## src/rtl/noc_output_arbiter.sv

```systemverilog
// Purpose : 4:1 round-robin NoC output-port arbiter; holds one requester for a whole packet (head..eop).
// Latency : 2 cycles from request to a head flit on out_flit (grant, then register); 1 cycle per body flit.
// Backpress: a one-deep output register; the granted in_ready drops while out_valid && !out_ready.
//
// Ports:
//   clk, reset_n         sole clock; asynchronous active-low reset
//   in_valid/in_flit     four requesters, flit i at in_flit[13i+12:13i] = {dest,package_type,payload,eop}
//   in_ready             per-requester accept, only ever set for the locked requester
//   out_valid/out_flit   registered output flit; out_ready is the downstream accept
//   grant_id, busy       locked requester index (meaningful while busy) and LOCK state indicator
//   pkt_count            per-requester saturating eop counters, present only with NOC_ARB_STATS_EN
//
// Build option: define NOC_ARB_STATS_EN to add the pkt_count output and its counters.

module noc_output_arbiter #(
  parameter logic [1:0]  PORT_ID = 2'b00,
  parameter int unsigned STAT_W  = 16
) (
  input  logic                clk,
  input  logic                reset_n,
  input  logic [3:0]          in_valid,
  input  logic [51:0]         in_flit,
  output logic [3:0]          in_ready,
  output logic                out_valid,
  output logic [12:0]         out_flit,
  input  logic                out_ready,
  output logic [1:0]          grant_id,
  output logic                busy
`ifdef NOC_ARB_STATS_EN
  ,
  output logic [4*STAT_W-1:0] pkt_count
`endif
);

  typedef struct packed {
    logic [1:0] dest;
    logic [1:0] package_type;
    logic [7:0] payload;
    logic       eop;
  } flit_t;

  localparam logic [0:0] ST_IDLE = 1'b0;
  localparam logic [0:0] ST_LOCK = 1'b1;

  logic [0:0] state_q, state_d;
  logic [1:0] rr_ptr_q, rr_ptr_d;
  logic [1:0] grant_q, grant_d;
  logic       out_valid_q, out_valid_d;
  flit_t      out_flit_q, out_flit_d;

  flit_t      flit_in [4];
  logic [3:0] elig;
  logic [1:0] pick;
  logic       pick_vld;
  logic [1:0] scan_idx;
  logic       lock;
  logic       out_space;
  logic       accept;
  logic       eop_accept;
  flit_t      grant_flit;

  // Unpack the flat input bus and qualify each request by destination.
  always_comb begin
    for (int i = 0; i < 4; i++) begin
      flit_in[i] = in_flit[13*i +: 13];
      elig[i]    = in_valid[i] && (flit_in[i].dest == PORT_ID);
    end
  end

  // Round-robin search: scanning offsets from high to low lets the lowest
  // offset from rr_ptr overwrite the others, so it wins.
  always_comb begin
    pick     = 2'd0;
    pick_vld = 1'b0;
    scan_idx = 2'd0;
    for (int k = 3; k >= 0; k--) begin
      scan_idx = rr_ptr_q + 2'(k);
      if (elig[scan_idx]) begin
        pick     = scan_idx;
        pick_vld = 1'b1;
      end
    end
  end

  assign lock       = (state_q == ST_LOCK);
  assign out_space  = !out_valid_q || out_ready;
  assign grant_flit = flit_in[grant_q];
  // elig already contains in_valid, so this is exactly in_valid && in_ready
  // for the granted requester.
  assign accept     = lock && elig[grant_q] && out_space;
  assign eop_accept = accept && grant_flit.eop;

  // Only the locked requester is ever offered a slot, and only when the
  // output register is empty or draining this cycle.
  always_comb begin
    in_ready = 4'b0000;
    if (lock && out_space) begin
      in_ready[grant_q] = elig[grant_q];
    end
  end

  always_comb begin
    state_d  = state_q;
    grant_d  = grant_q;
    rr_ptr_d = rr_ptr_q;
    case (state_q)
      ST_IDLE: begin
        if (pick_vld) begin
          state_d = ST_LOCK;
          grant_d = pick;
        end
      end
      ST_LOCK: begin
        // Lock is held through body flits and through bubbles where the
        // owner drops in_valid; only its eop releases the output.
        if (eop_accept) begin
          state_d  = ST_IDLE;
          rr_ptr_d = grant_q + 2'd1;
        end
      end
      default: state_d = ST_IDLE;
    endcase
  end

  // One-deep output stage: load on accept, otherwise empty on a downstream
  // transfer, otherwise hold.
  always_comb begin
    out_valid_d = out_valid_q;
    out_flit_d  = out_flit_q;
    if (accept) begin
      out_valid_d = 1'b1;
      out_flit_d  = grant_flit;
    end else if (out_ready) begin
      out_valid_d = 1'b0;
    end
  end

  always_ff @(posedge clk or negedge reset_n) begin
    if (!reset_n) begin
      state_q     <= ST_IDLE;
      rr_ptr_q    <= 2'd0;
      grant_q     <= 2'd0;
      out_valid_q <= 1'b0;
      out_flit_q  <= '0;
    end else begin
      state_q     <= state_d;
      rr_ptr_q    <= rr_ptr_d;
      grant_q     <= grant_d;
      out_valid_q <= out_valid_d;
      out_flit_q  <= out_flit_d;
    end
  end

  assign out_valid = out_valid_q;
  assign out_flit  = out_flit_q;
  assign grant_id  = grant_q;
  assign busy      = lock;

`ifdef NOC_ARB_STATS_EN
  logic [STAT_W-1:0] cnt_q [4];
  logic [STAT_W-1:0] cnt_d [4];

  // Completed packets per requester, sticking at all-ones.
  always_comb begin
    for (int i = 0; i < 4; i++) begin
      cnt_d[i] = cnt_q[i];
      if (eop_accept && (grant_q == 2'(i)) && (cnt_q[i] != {STAT_W{1'b1}})) begin
        cnt_d[i] = cnt_q[i] + STAT_W'(1);
      end
    end
  end

  always_ff @(posedge clk or negedge reset_n) begin
    if (!reset_n) begin
      for (int i = 0; i < 4; i++) cnt_q[i] <= '0;
    end else begin
      for (int i = 0; i < 4; i++) cnt_q[i] <= cnt_d[i];
    end
  end

  for (genvar g = 0; g < 4; g++) begin : g_pkt_count
    assign pkt_count[STAT_W*g +: STAT_W] = cnt_q[g];
  end
`endif

endmodule

```

## config.mk

```make
export PLATFORM = sky130hd
export DESIGN_NAME = noc_output_arbiter
export DESIGN_NICKNAME = d
export VERILOG_FILES = /design/src/rtl/noc_output_arbiter.sv
export SDC_FILE = /design/constraint.sdc
export NUM_CORES = 1
export LEC_CHECK = 0
export CAP_MARGIN = 15
export CORE_MARGIN = 1.5
export CORE_UTILIZATION = 34
export CTS_CLUSTER_DIAMETER = 100
export CTS_CLUSTER_SIZE = 8
export DETAILED_ROUTE_END_ITERATION = 16
export PLACE_DENSITY = 0.77
export SLEW_MARGIN = 20
export SYNTH_ARGS = -nofsm -noshare
export SYNTH_HDL_FRONTEND = slang
export SYNTH_SLANG_ARGS = --single-unit
export TNS_END_PERCENT = 30
```

## constraint.sdc

```tcl
create_clock -name clk -period 1.7 [get_ports clk]
set_input_delay 0.34 -clock clk [delete_from_list [all_inputs] [get_ports clk]]
set_output_delay 0.34 -clock clk [all_outputs]
set_load 0.02 [all_outputs]
```

# Word-level counts from Yosys, hierarchy flattened
# Cells that the tools add are included.
[op_classes] add_sub_neg=4 order_cmp=7 muxes=29 n_bitwise=3 reduce_logical=18
[ops] operator="binary-select mux 13 bit (select 2 bit)" n=1
[ops] operator="2-to-1 mux 13 bit" n=2
[ops] operator="less-than comparator 2 x 3 -> 1 bit (second input constant)" n=5
[ops] operator="2-to-1 mux 1 bit" n=14
[ops] operator="binary-select mux 1 bit (select 2 bit)" n=5
[ops] operator="logical AND 1 bit" n=9
[ops] operator="zero test 2 bit" n=4
[ops] operator="2-to-1 mux 2 bit" n=4
[ops] operator="adder 2 x 1 -> 2 bit (second input constant)" n=2
[ops] operator="adder 2 bit (second input constant)" n=2
[ops] operator="bitwise AND 4 bit" n=1
[ops] operator="2-to-1 mux 4 bit" n=1
[ops] operator="AND reduction 2 bit" n=2
[ops] operator=">= comparator 3 bit (second input constant)" n=1
[ops] operator="NOT 2 -> 3 bit" n=1
[ops] operator="demux 1 bit (select 2 bit)" n=1
[ops] operator=">= comparator 2 x 1 -> 1 bit (second input constant)" n=1
[ops] operator="one-hot mux 1 bit (2 select lines)" n=1
[ops] operator="nonzero test 2 bit" n=1
[ops] operator="zero test 1 bit" n=1
[ops] operator="logical OR 1 bit" n=1
[ops] operator="NOT 1 bit" n=1
[word_totals] register_bits=19 out_inout_bits=21

# Longest topological paths before layout
[logic_depth] ltp_word=10 mapped_depth=6

# Least setup slack after synthesis
# Ideal clock, no wire load.
[synth_timing] kind="reg-to-output" from="register grant_q[1], in the netlist grant_id[1]" to="output in_ready[0]" t_arrival_ps=1640 t_required_ps=1360 slack_ps=-280 stages_incl_launch_ff=7 n_path_buf=2 cell_sequence="dfrtp_1 > buf_6 > nor4b_4 > o2111ai_4 > nand2_4 > buf_6 > and2_1"
[synth_between] elab_chain_cells=6
[synth_rtl] item="start: declaration" line_no="47" source="logic [1:0] grant_q, grant_d;"
[synth_rtl] item="start signal: assignment" line_no="148" source="grant_q <= grant_d;"
[synth_rtl] item="less-than comparator 2 x 3 -> 1 bit (implied by the code) or >= comparator 2 x 1 -> 1 bit (tied branches)" line_no="98" source="in_ready[grant_q] = elig[grant_q];"
[synth_rtl] item="logical AND 1 bit (implied by the code)" line_no="98"
[synth_rtl] item="2-to-1 mux 1 bit (implied by the code)" line_no="98"
[synth_rtl] item="demux 1 bit (select 2 bit)" line_no="98"
[synth_rtl] item="bitwise AND 4 bit (no line) *"
[synth_rtl] item="2-to-1 mux 4 bit *" line_no="97" source="if (lock && out_space) begin"
[synth_rtl] item="end: declaration" line_no="23" source="output logic [3:0] in_ready,"
# Mark *: on every way between the ends. The rest lies on a longest branch, timed or not. The select of a mux whose other input is x is not followed.

# Final worst setup path
[layout_timing] from="input out_ready" to="output in_ready[3]"
[layout_between] elab_chain_cells=3
[layout_rtl] item="start: declaration" line_no="26" source="input logic out_ready,"
[layout_rtl] item="logical OR 1 bit" line_no="86" source="assign out_space = !out_valid_q || out_ready;"
[layout_rtl] item="logical AND 1 bit" line_no="97"
[layout_rtl] item="2-to-1 mux 4 bit" line_no="97"
# No other way between the ends.

==> flow_summary.toml <==
[run_status]
status = "complete, but fails checks"
violations = "negative setup slack"

[sta]
skew_ps = 7.406
max_freq_mhz = 527.2
slew_headroom = 0.7554
hold_ws_ps = 418.1
rsz0062_at_grt = "yes"
finalSetupViolCount = 5
tightest_slew_ps = 366.1
post-route-period-util = 1.116
setup_ws_ps = -196.8
finalCriticalPeriod_ps = 1897
hold_viol = 0
maxSlewViolCount = 0

[global_route]
grt_pass1_wl_um = 6085
grt_max_degree = 20
track_usage = 0.1878
gr-total-overflow = 0
antenna_found_initial = 0
grt_pass1_vias = 1350

[synthesis]
synth_top_family_by_area = "multiplexers"
synth.net_count = 154
ys_types = 32
synth-compound-area-share = 0.1007
synth.avg_cell_area_um2 = 14.74
synth_adder_area_share = 0.03731
synth_seq_cells = 19
ys_top_cells_by_area = "dfrtp_1 35%, mux4_2 18%, mux2_4 6.7%"
synth_xor_area_frac = 0
syn-cell-area_mm2 = 0.001341
post-synth-top-area-fraction = 0.3545
yosys_warnings = 0
synth-simple-area-share = 0.1558
synth-seq-area-share = 0.3545
synth.area.mux_share = 0.3088
postSynthCellCount = 91
synth_top_cell_by_area = "dfrtp_1"

[final_layout]
stdcell_count = 239
fin_nets = 255
final_cell_mix = "60 x clkdlybuf4s50_1, 18 x buf_4, 17 x dfrtp_1"
filler_cell_count = 307
multi_input_comb_area_um2 = 829.5
design_area_mm2 = 0.002396
diodes = 0
drive_gt1_frac = 0.3351
seq_area_um2 = 478.0
layout_commonest_cell = "clkdlybuf4s50_1"
syn2layout_area_growth_pct = 78.64

[route]
routed.top_layer = "met4"
vias = 1200
drt_iter0_markers = 42
viasPerCell = 5.021
wl_met2_um = 2194
drt_wl_total_um = 3689
wl_met1_um = 1277
drc = 0
wire_per_inst_um = 15.44
wl_met3_um = 168
firstDrtPassIters = 4
ant_nets = 0

[floorplan]
ioPinCount = 80
start_util = 0.3609
core_mm2 = 0.003716
placementRows = 22
die_x_um = 65.81
die_area_mm2 = 0.004331
die_y_um = 65.81

[job]
max-cap-violations = 0

[clock_tree]
clock_path_buffers = 2
cts-root-buf = "clkbuf_8"
cts_buffers = 3
clkSinkCount = 19
cts.reportedPaths.clkPinSlew_ps = 70
cts.hold.buffers_added = 0
htreeDepth = 1
cts_tree = "done"
clkLatencyLatePin_ps = 250

[worst_setup_path]
path_class = "input port to output port"
r2r_end = "out_flit[0]"
required_ps = 1360
reg2reg_slack_ps = 0
r2r_cells = 5
cp_max_fo = 6
reg2reg_from = "grant_id[0]"
end_kind = "output port"
arrival_ps = 1560
worst_setup_path_start_kind = "input port"

[power]
peakVddDrop_v = 0.0005609
power.density_mw_per_mm2 = 1251
total_power_mw = 2.998
p_leak_nw = 1.008

[placed_design]
routabilityCongestion = 0.8808
dp_hpwl_um = 3134
place_inst = 234
portBuffers = 79
placed_area_mm2 = 0.002318

[hold_path]
hp-class = "input port to asynchronous set/reset pin"
## registers in the layout (all words and copies together) (netlist names)
name / cells
rr_ptr_q: 2
out_valid: 1
out_flit: 13
grant_id: 2
busy: 1
## critical path, stage by stage
cell and delay [ps]:
clkdlybuf4s50_1 450, nand2b_1 220, o2111ai_4 170, nand2_4 120, and2_4 140, buf_6 100
## cell families (layout without fill, tap and decap cells)
group,count (synthesis),after routing
buf+inv,9,109
mux,24,24
simple gates,21,21
flops,19,19
compound gates,14,14
fa+ha+maj,4,4
## synth_stat cells (all sizes together)
| cell | n |
|---|---|
| o211ai | 1 |
| o21ai | 3 |
| nand2b | 1 |
| and3 | 2 |
| nand3 | 1 |
| nor4b | 2 |
| mux4 | 11 |
| a31o | 1 |
| o31ai | 1 |
| nor3b | 4 |
| nor4bb | 3 |
| nor2 | 1 |
| clkbuf | 1 |
| o41ai | 1 |
| buf | 4 |
| mux2 | 11 |
| nand2 | 3 |
| ha | 4 |
| a21oi | 3 |
| a22o | 1 |
| inv | 4 |
| o2111ai | 2 |
| a21boi | 1 |
| and2 | 4 |
| mux2i | 2 |
| dfrtp | 19 |
## area by class of cell
cell class              instances  area share
repair buffers                101      0.4037
multi-input cells              63      0.3462
flip-flops and latches         19      0.1995
well taps                      48     0.02507
clock buffers                   3     0.01723
inverters                       4    0.006266
clock inverters                 1    0.002089
## routing by layer
layer	global-route usage	vias to the layer above
met1	0.1982	594
met2	0.3801	48
met4	0.06250	0
met3	0.01704	6
li1	-	552
met5	0	-
## stage by stage
stage	setup slack, ps	utilization	setup TNS (ps)
CTS	-262.2	0.6401	-1694
detailed placement	-848.6	0.6239	-9636
global placement	-807.8	0.6239	-8439
floorplan	-179.7	-	-1789
finish	-196.8	0.6448	-795.0
global route	-273.5	0.6448	-1511
## where the power goes
| part | leakage (nW) | internal [mW] | switching [mW] | total [mW] |
|---|---|---|---|---|
| Sequential | 0.230 | 0.653 | 0.168 | 0.821 |
| Combinational | 0.753 | 1.10 | 0.773 | 1.87 |
| Clock | 0.0255 | 0.163 | 0.144 | 0.306 |
| Total | 1.01 | 1.91 | 1.09 | 3.00 |
## worst max path at each step
stage	startpoint	end
5_1_grt	grant_id[1]	in_ready[1]
3_3_place_gp	in_flit[50]	in_ready[0]
4_1_cts	grant_id[1]	in_ready[1]
6_report	out_ready	in_ready[3]
3_5_place_dp	in_valid[2]	in_ready[1]
2_1_floorplan	grant_id[1]	in_ready[0]
## timing repair
item,in CTS,in global routing
gates resized for setup,44,5
pin swaps,12,7
setup endpoints to repair,21,19
buffers inserted,1,1
No activity file was read; power rests on OpenSTA's default activity.
